<file path="src/rtl/manager_cmd_dispatcher_pkg.sv">
// Shared types and constants for the command dispatcher.
// Command/reply codes, frame bundle and FSM state encoding.
package manager_cmd_dispatcher_pkg;

   localparam int         NREGS     = 16;
   localparam logic [7:0] CMD_WRITE = 8'h57;
   localparam logic [7:0] CMD_READ  = 8'h52;
   localparam logic [7:0] RSP_ACK   = 8'h06;
   localparam logic [7:0] RSP_NAK   = 8'h15;

   typedef enum logic [2:0] {
      S_IDLE,
      S_DECODE,
      S_WRITE,
      S_READ_REQ,
      S_READ_WAIT,
      S_TX_START,
      S_TX_WAIT
   } state_t;

   typedef struct packed {
      logic [7:0] cmd;
      logic [7:0] addr;
      logic [7:0] data;
   } frame_t;

   function automatic logic is_bad(input frame_t f);
      return (f.addr >= 8'(NREGS)) ||
             ((f.cmd != CMD_WRITE) && (f.cmd != CMD_READ));
   endfunction

endpackage

</file>
<file path="src/rtl/manager_cmd_dispatcher_if.sv">
// Bus bundle between dispatcher, RX frame assembler,
// register file and UART transmitter.
interface manager_cmd_dispatcher_if;

   logic       fl_trg;
   logic [7:0] cmd_rx;
   logic [7:0] addr_rx;
   logic [7:0] data_rx;
   logic       reg_we;
   logic       reg_re;
   logic [7:0] reg_addr;
   logic [7:0] reg_wdata;
   logic [7:0] reg_rdata;
   logic       tx_trg;
   logic [7:0] tx_datain;
   logic       tx_done;
   logic       busy;
   logic [7:0] drop_cnt;

   modport slave (
      input  fl_trg, cmd_rx, addr_rx, data_rx,
      input  reg_rdata, tx_done,
      output reg_we, reg_re, reg_addr, reg_wdata,
      output tx_trg, tx_datain, busy, drop_cnt
   );

   modport master (
      output fl_trg, cmd_rx, addr_rx, data_rx,
      output reg_rdata, tx_done,
      input  reg_we, reg_re, reg_addr, reg_wdata,
      input  tx_trg, tx_datain, busy, drop_cnt
   );

endinterface

</file>
<file path="src/rtl/manager_cmd_dispatcher_frame_slot.sv">
// One-entry frame buffer; a pop in the same cycle as a push
// frees the slot first so the incoming frame is kept.
module manager_cmd_dispatcher_frame_slot
   import manager_cmd_dispatcher_pkg::*;
(
   input  logic   i_clk,
   input  logic   i_rst,
   input  logic   i_push,
   input  logic   i_pop,
   input  frame_t i_frame,
   output frame_t o_frame,
   output logic   o_full,
   output logic   o_drop
);

   logic   r_full;
   frame_t r_frame;

   always_ff @(posedge i_clk) begin
      if (i_rst) begin
         r_full  <= 1'b0;
         r_frame <= '0;
      end else if (i_push && (!r_full || i_pop)) begin
         r_full  <= 1'b1;
         r_frame <= i_frame;
      end else if (i_pop) begin
         r_full  <= 1'b0;
      end
   end

   assign o_frame = r_frame;
   assign o_full  = r_full;
   assign o_drop  = i_push && r_full && !i_pop;

endmodule

</file>
<file path="src/rtl/manager_cmd_dispatcher.sv">
// Executes W/R command frames against the register file and
// queues one reply byte per accepted frame to the UART TX.
module manager_cmd_dispatcher
   import manager_cmd_dispatcher_pkg::*;
(
   input  logic                     CLK_50MHZ,
   input  logic                     RST,
   manager_cmd_dispatcher_if.slave  bus
);

   state_t     r_state;
   state_t     w_next;
   frame_t     r_act;
   frame_t     w_in;
   frame_t     w_slot;
   logic       r_prev;
   logic       w_rise;
   logic       w_full;
   logic       w_drop;
   logic       w_pop;
   logic       w_bad;
   logic       w_is_wr;
   logic       r_we;
   logic       r_re;
   logic       r_tx_trg;
   logic       r_busy;
   logic [7:0] r_txd;
   logic [7:0] r_drop;

   assign w_rise  = bus.fl_trg && !r_prev;
   assign w_in    = '{cmd: bus.cmd_rx,
                      addr: bus.addr_rx,
                      data: bus.data_rx};
   assign w_bad   = is_bad(r_act);
   assign w_is_wr = !w_bad && (r_act.cmd == CMD_WRITE);

   manager_cmd_dispatcher_frame_slot u_slot (
      .i_clk   (CLK_50MHZ),
      .i_rst   (RST),
      .i_push  (w_rise),
      .i_pop   (w_pop),
      .i_frame (w_in),
      .o_frame (w_slot),
      .o_full  (w_full),
      .o_drop  (w_drop)
   );

   always_comb begin
      w_next = r_state;
      w_pop  = 1'b0;
      unique case (r_state)
         S_IDLE: begin
            if (w_full) begin
               w_pop  = 1'b1;
               w_next = S_DECODE;
            end
         end
         S_DECODE: begin
            unique case (1'b1)
               w_bad:   w_next = S_TX_START;
               w_is_wr: w_next = S_WRITE;
               default: w_next = S_READ_REQ;
            endcase
         end
         S_WRITE:     w_next = S_TX_START;
         S_READ_REQ:  w_next = S_READ_WAIT;
         S_READ_WAIT: w_next = S_TX_START;
         S_TX_START:  w_next = S_TX_WAIT;
         S_TX_WAIT: begin
            if (bus.tx_done) w_next = S_IDLE;
         end
         default:     w_next = S_IDLE;
      endcase
   end

   // Strobes are decoded from the next state so they are
   // registered yet high during the state that owns them.
   always_ff @(posedge CLK_50MHZ) begin
      if (RST) begin
         r_state  <= S_IDLE;
         r_prev   <= 1'b1;
         r_act    <= '0;
         r_we     <= 1'b0;
         r_re     <= 1'b0;
         r_tx_trg <= 1'b0;
         r_busy   <= 1'b0;
         r_txd    <= '0;
         r_drop   <= '0;
      end else begin
         r_state  <= w_next;
         r_prev   <= bus.fl_trg;
         r_we     <= (w_next == S_WRITE);
         r_re     <= (w_next == S_READ_REQ);
         r_tx_trg <= (w_next == S_TX_START);
         r_busy   <= (w_next != S_IDLE);
         if (w_pop) r_act <= w_slot;
         if (r_state == S_DECODE && w_bad) r_txd <= RSP_NAK;
         if (r_state == S_WRITE) r_txd <= RSP_ACK;
         if (r_state == S_READ_WAIT) r_txd <= bus.reg_rdata;
         if (w_drop && (r_drop != 8'hFF)) r_drop <= r_drop + 8'd1;
      end
   end

   assign bus.reg_we    = r_we;
   assign bus.reg_re    = r_re;
   assign bus.reg_addr  = r_act.addr;
   assign bus.reg_wdata = r_act.data;
   assign bus.tx_trg    = r_tx_trg;
   assign bus.tx_datain = r_txd;
   assign bus.busy      = r_busy;
   assign bus.drop_cnt  = r_drop;

endmodule

</file>
<file path="src/flat_wrapper.sv">
// flat-port wrapper written by rule: the top's interface ports become plain ports
module manager_cmd_dispatcher_flat import manager_cmd_dispatcher_pkg::*;
  (CLK_50MHZ, RST, bus_fl_trg, bus_cmd_rx, bus_addr_rx, bus_data_rx, bus_reg_rdata, bus_tx_done, bus_reg_we, bus_reg_re, bus_reg_addr, bus_reg_wdata, bus_tx_trg, bus_tx_datain, bus_busy, bus_drop_cnt);
  manager_cmd_dispatcher_if bus_i ();
  input  logic CLK_50MHZ;
  input  logic RST;
  input wire logic [$bits(bus_i.fl_trg)-1:0] bus_fl_trg;
  input wire logic [$bits(bus_i.cmd_rx)-1:0] bus_cmd_rx;
  input wire logic [$bits(bus_i.addr_rx)-1:0] bus_addr_rx;
  input wire logic [$bits(bus_i.data_rx)-1:0] bus_data_rx;
  input wire logic [$bits(bus_i.reg_rdata)-1:0] bus_reg_rdata;
  input wire logic [$bits(bus_i.tx_done)-1:0] bus_tx_done;
  output wire logic [$bits(bus_i.reg_we)-1:0] bus_reg_we;
  output wire logic [$bits(bus_i.reg_re)-1:0] bus_reg_re;
  output wire logic [$bits(bus_i.reg_addr)-1:0] bus_reg_addr;
  output wire logic [$bits(bus_i.reg_wdata)-1:0] bus_reg_wdata;
  output wire logic [$bits(bus_i.tx_trg)-1:0] bus_tx_trg;
  output wire logic [$bits(bus_i.tx_datain)-1:0] bus_tx_datain;
  output wire logic [$bits(bus_i.busy)-1:0] bus_busy;
  output wire logic [$bits(bus_i.drop_cnt)-1:0] bus_drop_cnt;
  assign bus_i.fl_trg = bus_fl_trg;
  assign bus_i.cmd_rx = bus_cmd_rx;
  assign bus_i.addr_rx = bus_addr_rx;
  assign bus_i.data_rx = bus_data_rx;
  assign bus_i.reg_rdata = bus_reg_rdata;
  assign bus_i.tx_done = bus_tx_done;
  assign bus_reg_we = bus_i.reg_we;
  assign bus_reg_re = bus_i.reg_re;
  assign bus_reg_addr = bus_i.reg_addr;
  assign bus_reg_wdata = bus_i.reg_wdata;
  assign bus_tx_trg = bus_i.tx_trg;
  assign bus_tx_datain = bus_i.tx_datain;
  assign bus_busy = bus_i.busy;
  assign bus_drop_cnt = bus_i.drop_cnt;
  manager_cmd_dispatcher u_core (.CLK_50MHZ(CLK_50MHZ), .RST(RST), .bus(bus_i));
endmodule
</file>
<file path="config.mk">
export PLATFORM = sky130hd
export DESIGN_NAME = manager_cmd_dispatcher_flat
export DESIGN_NICKNAME = d
export VERILOG_FILES = /design/src/rtl/manager_cmd_dispatcher_pkg.sv /design/src/rtl/manager_cmd_dispatcher_if.sv /design/src/rtl/manager_cmd_dispatcher_frame_slot.sv /design/src/rtl/manager_cmd_dispatcher.sv /design/src/flat_wrapper.sv
export SDC_FILE = /design/constraint.sdc
export NUM_CORES = 1
export LEC_CHECK = 0
export ABC_AREA = 1
export ABC_CLOCK_PERIOD_IN_PS = 1900
export CAP_MARGIN = 20
export CELL_PAD_IN_SITES_DETAIL_PLACEMENT = 1
export CELL_PAD_IN_SITES_GLOBAL_PLACEMENT = 2
export CORE_UTILIZATION = 27
export DETAILED_ROUTE_END_ITERATION = 8
export HOLD_SLACK_MARGIN = 0.03
export PLACE_DENSITY_LB_ADDON = 0.1
export SYNTH_ARGS = -nofsm -noshare
export SYNTH_HDL_FRONTEND = slang
export SYNTH_SLANG_ARGS = --single-unit
</file>
<file path="constraint.sdc">
create_clock -name CLK_50MHZ -period 1.9 [get_ports CLK_50MHZ]
set_input_delay 0.19 -clock CLK_50MHZ [delete_from_list [all_inputs] [get_ports CLK_50MHZ]]
set_output_delay 0.19 -clock CLK_50MHZ [all_outputs]
set_load 0.05 [all_outputs]
</file>
==> run metrics, run 1 <==
Final Skew 8.54 ps; synth top area cells dfxtp_1 50%, nor2_1 14%, o21ai_0 9.0%, nand2_1 7.1%, buf_4 4.1%; f_max 553 MHz; core area 10500 um^2; I/O pin total 72; Rel. slew slack 64.4%; CTS max path bufs 2; sequential area share after synthesis 49.5%; DR iter-0 viols 67; placed cell count 584; final setup margin 92.3 ps; crit path buf inv count 1; startpoint types register; die span in y 107 um; syn avg cell area 7.38 um^2; Post-CTS Repair Setup Buffers 0; Cell Chain, Critical Path clkdlybuf4s50_1; post_cts resized 0; Final period util 95.1%; chip width 107 um; IO buf count 71; critical path type register to output pin; crit end category output pin; Routed Antenna Nets 0; Worst EP arrival 1620 ps; library cells used by synthesis 25; pwr/cell area 998 nW/um^2; CTS Sinks 73; Post-Route WL 7910 um; Synth Cell Area 2950 um^2; final std cells w/o fill 600; CTS tree done; Worst-path clk slew 80 ps; H-tree depth 3; syn_nets 437; share of the synthesized area in the top cell type 49.5%; Final #Nets 496; largest area contributor in the netlist dfxtp_1; status complete, no violations; gr ovfl total 0; sw frac 33.5%; root buffer cell clkbuf_8; Final setup viols 0; Die ar. 11300 um^2; synthesis-to-layout area growth 33.4%; Post-CTS Hold Buffers 0; vias in the first global route 2691; min Tclk post-route 1810 ps; most common cell after layout, fill and taps aside nor2_1; combinational share of power 24.4%; Tot Pwr 0.00393 W; internal power 0.00261 W; Req. time, crit path 1710 ps; Max Cap Violations 0; Leak Pwr 1.66 nW; largest net degree at the start of global routing 53; Num CTS Buffers 9; Hold WC Path Type primary input to register; HPWL Detailed 5200 um; gpl congestion 0.730; Hold WS 398 ps; TNS Setup 0 ps; CP Max Fanout 5; Starting Density 28.2%; RSZ-0062 raised after global routing no; commonest non-fill, non-tap cells in the layout 109 x nor2_1, 73 x dfxtp_1, 70 x clkdlybuf4s50_1; critical path's largest stage delay 840 ps; Placement Setup Slack 154 ps; DR DRC count 0; CP delay by family, top buffers and inverters; Slew Limit Fails 0; Rows 37; VDD IR max 0.000502 V; Seq pwr share 44.4%; Total GRT Usage 14.5%; Yosys warning count 0; slowest CP cell clkdlybuf4s50_1; Clk Latency, worst-skew pair 350 ps; clock network power share 31.2%; first-pass GRT wire length 12800 um; antenna violations before repair 0; diode count 0; Vias 2658; Routed WL per cell 13.2 um; DR pass1 iterations 4; proportion of layout cells with a drive suffix above 1 6.68%; Worst-Margin Slew 532 ps; #FFs+latches synth 73; cell count after synthesis 400; via/cell ratio 4.43; Fin. Hold Viols 0; Psw 0.00131 W
-- synthesized netlist by cell type (all sizes together) --
master  instances
nand3b          1
nand4           1
o21ai          54
nor2          111
nor3            2
o21bai          1
ha              1
clkbuf          9
nand3          13
xor2            4
xnor2           1
buf            22
a21oi          21
nand2          57
inv            29
dfxtp          73
-- metrics by stage --
step / instance area (um^2) / utilization (%)
detailed placement: 3730 / 35.7
global route: 3940 / 37.6
finish: 3940 / 37.6
global placement: 3730 / 35.7
CTS: 3930 / 37.5
floorplan: 2950 / -
-- cell families after synthesis --
| group | Yosys count | share of synthesized area (%) |
|---|---|---|
| flip-flops | 73 | 49.5 |
| adder cells (fa/ha/maj) | 1 | 0.424 |
| XOR/XNOR | 5 | 1.48 |
| AO/OA/AOI/OAI | 76 | 13.5 |
| buffers and inverters | 60 | 9.92 |
| AND/OR/NAND/NOR | 185 | 25.1 |
-- state kept, by name, indices dropped and copies added, names as in the netlist --
signal	cells
u_core.bus.tx_datain	8
u_core.bus.reg_we	1
u_core.u_slot.o_full	1
u_core.bus.reg_wdata	8
u_core.r_state	3
u_core.r_prev	1
u_core.bus.reg_addr	8
u_core.bus.drop_cnt	8
u_core.u_slot.o_frame	24
u_core.r_act	8
u_core.bus.tx_trg	1
u_core.bus.reg_re	1
u_core.bus.busy	1
-- routing by layer --
layer  wire length, um  vias to the layer above  GRT usage, %
li1                  -                     1363             -
met1              3920                     1245          18.0
met2              3630                       39          24.2
met3               232                       11          3.37
met4               129                        0          5.87
met5                 0                        -             0
-- final timing paths --
check                                       startpoint  slack, ps  cells past startpoint                        to
worst max-delay path            u_core.bus.drop_cnt[3]         90                      1           bus_drop_cnt[3]
worst min-delay path                        bus_fl_trg        400                      3             u_core.r_prev
worst max register to register       u_core.r_state[2]        260                      8  u_core.u_slot.o_frame[8]
worst min register to register        u_core.r_act[17]        460                      2          u_core.r_act[17]
-- power by group through the flow --
stage	logic, W	registers (W)	clock network [W]
floorplan	0.000452	0.00197	0
global placement	0.000961	0.00178	0
detailed placement	0.000970	0.00178	0
CTS	0.000974	0.00174	0.00126
global route	0.00105	0.00176	0.00133
finish	0.000960	0.00174	0.00122
-- layout make-up --
cell class	instances	area, um^2
repair buffers	79	798
clock buffers	10	128
multi-input cells	267	1200
fillers	1323	6530
inverters	29	109
well taps	136	170
flip-flops and latches	73	1460
clock inverters	6	67.6
Note: power is estimated with default switching activity, not from simulation.
==> run 2, diff against run 1 <==
- CORE_MARGIN: not set -> 2
==> run metrics, run 2 (synthesized netlist as in run 1, its figures left out) <==
HPWL Detailed 5230 um (was 5200 um); CTS tree done (unchanged); Fin. Hold Viols 0 (unchanged); Hold WC Path Type primary input to register (unchanged); Cell Chain, Critical Path clkdlybuf4s50_1 (unchanged); first-pass GRT wire length 13000 um (was 12800 um); commonest non-fill, non-tap cells in the layout 109 x nor2_1, 73 x dfxtp_1, 70 x clkdlybuf4s50_1 (unchanged); f_max 562 MHz (was 553 MHz); Routed Antenna Nets 0 (unchanged); IO buf count 71 (unchanged); RSZ-0062 raised after global routing no (unchanged); CTS Sinks 73 (unchanged); DR pass1 iterations 4 (unchanged); core area 10700 um^2 (was 10500 um^2); post_cts resized 0 (unchanged); VDD IR max 0.000320 V (was 0.000502 V); Starting Density 27.5% (was 28.2%); synthesis-to-layout area growth 34.4% (was 33.4%); Rows 38 (was 37); Num CTS Buffers 9 (unchanged); critical path type register to output pin (unchanged); Final Skew 7.26 ps (was 8.54 ps); CTS max path bufs 2 (unchanged); proportion of layout cells with a drive suffix above 1 6.68% (unchanged); placed cell count 588 (was 584); Fill cells 1328 (was 1323); Final #Nets 496 (unchanged); Vias 2661 (was 2658); Final period util 93.7% (was 95.1%); via/cell ratio 4.41 (was 4.43); Slew Limit Fails 0 (unchanged); Total GRT Usage 14.0% (was 14.5%); H-tree depth 3 (unchanged); Largest register FFs 24 (unchanged); crit path buf inv count 1 (unchanged); Worst EP arrival 1590 ps (was 1620 ps); Leak Pwr 1.68 nW (was 1.66 nW); Hold WS 399 ps (was 398 ps); Tot Pwr 0.00406 W (was 0.00393 W); Clk Latency, worst-skew pair 340 ps (was 350 ps); DR DRC count 0 (unchanged); final core occ 36.9% (was 37.6%); pwr/cell area 1020 nW/um^2 (was 998 nW/um^2); slowest CP cell clkdlybuf4s50_1 (unchanged); gr ovfl total 0 (unchanged); Max Cap Violations 0 (unchanged); critical path's largest stage delay 840 ps (about the same); diode count 0 (unchanged); Rel. slew slack 64.2% (was 64.4%); Post-CTS Repair Setup Buffers 0 (unchanged); crit end category output pin (unchanged); I/O pin total 72 (unchanged); Die ar. 11800 um^2 (was 11300 um^2); most common cell after layout, fill and taps aside nor2_1 (unchanged); final std cells w/o fill 604 (was 600); vias in the first global route 2701 (was 2691); CP Max Fanout 5 (unchanged); chip width 109 um (was 107 um); Req. time, crit path 1710 ps (about the same); Worst-Margin Slew 536 ps (was 532 ps); Post-CTS Hold Buffers 0 (unchanged); CP delay by family, top buffers and inverters (unchanged); startpoint types register (unchanged); Routed WL per cell 12.9 um (was 13.2 um); min Tclk post-route 1780 ps (was 1810 ps); status complete, no violations (unchanged); root buffer cell clkbuf_8 (unchanged); gpl congestion 0.755 (was 0.730); Worst-path clk slew 80 ps (about the same); Post-Route WL 7790 um (was 7910 um); TNS Setup 0 ps (unchanged); largest net degree at the start of global routing 54 (was 53); DR iter-0 viols 91 (was 67); die span in y 109 um (was 107 um); Final setup viols 0 (unchanged); antenna violations before repair 0 (unchanged)
[run 2: final timing paths]
check / from / to / slack [ps] / cells after the start
worst max register to register: u_core.bus.drop_cnt[0] / u_core.bus.drop_cnt[6] / 310 / 9
worst min-delay path: bus_fl_trg / u_core.r_prev / 400 / 3
worst min register to register: u_core.r_act[17] / u_core.r_act[17] / 460 / 2
worst max-delay path: u_core.bus.drop_cnt[0] / bus_drop_cnt[0] / 120 / 1
[run 2: report_power, final]
group	internal (W)	switching, W
clock	0.000774	0.000583
combinational	0.000335	0.000625
sequential	0.00167	0.0000798
total	0.00278	0.00129
[run 2: through the flow]
stage | cell area, um^2 | setup slack [ps]
finish | 3970 | 120
global route | 3970 | 59.7
CTS | 3960 | 41.9
detailed placement | 3740 | 144
global placement | 3740 | 185
floorplan | 2950 | 133
[run 2: cell type report]
type	count	area (um^2)	share of cell area, %
clock buffer	11	141	3.57
clock inverter	5	78.8	1.99
multi-input combinational	267	1200	30.3
inverter	29	109	2.75
timing repair buffer	79	798	20.1
tap	140	175	4.42
sequential	73	1460	36.9
[run 2: routing by layer]
metal  track usage [%]  up-vias  share of wire [%]
met5                 0        -                  0
met4              4.95        0                1.4
met1              19.1     1239                 51
met2              21.8       45                 44
li1                  -     1367                  -
met3              2.95       10                3.6
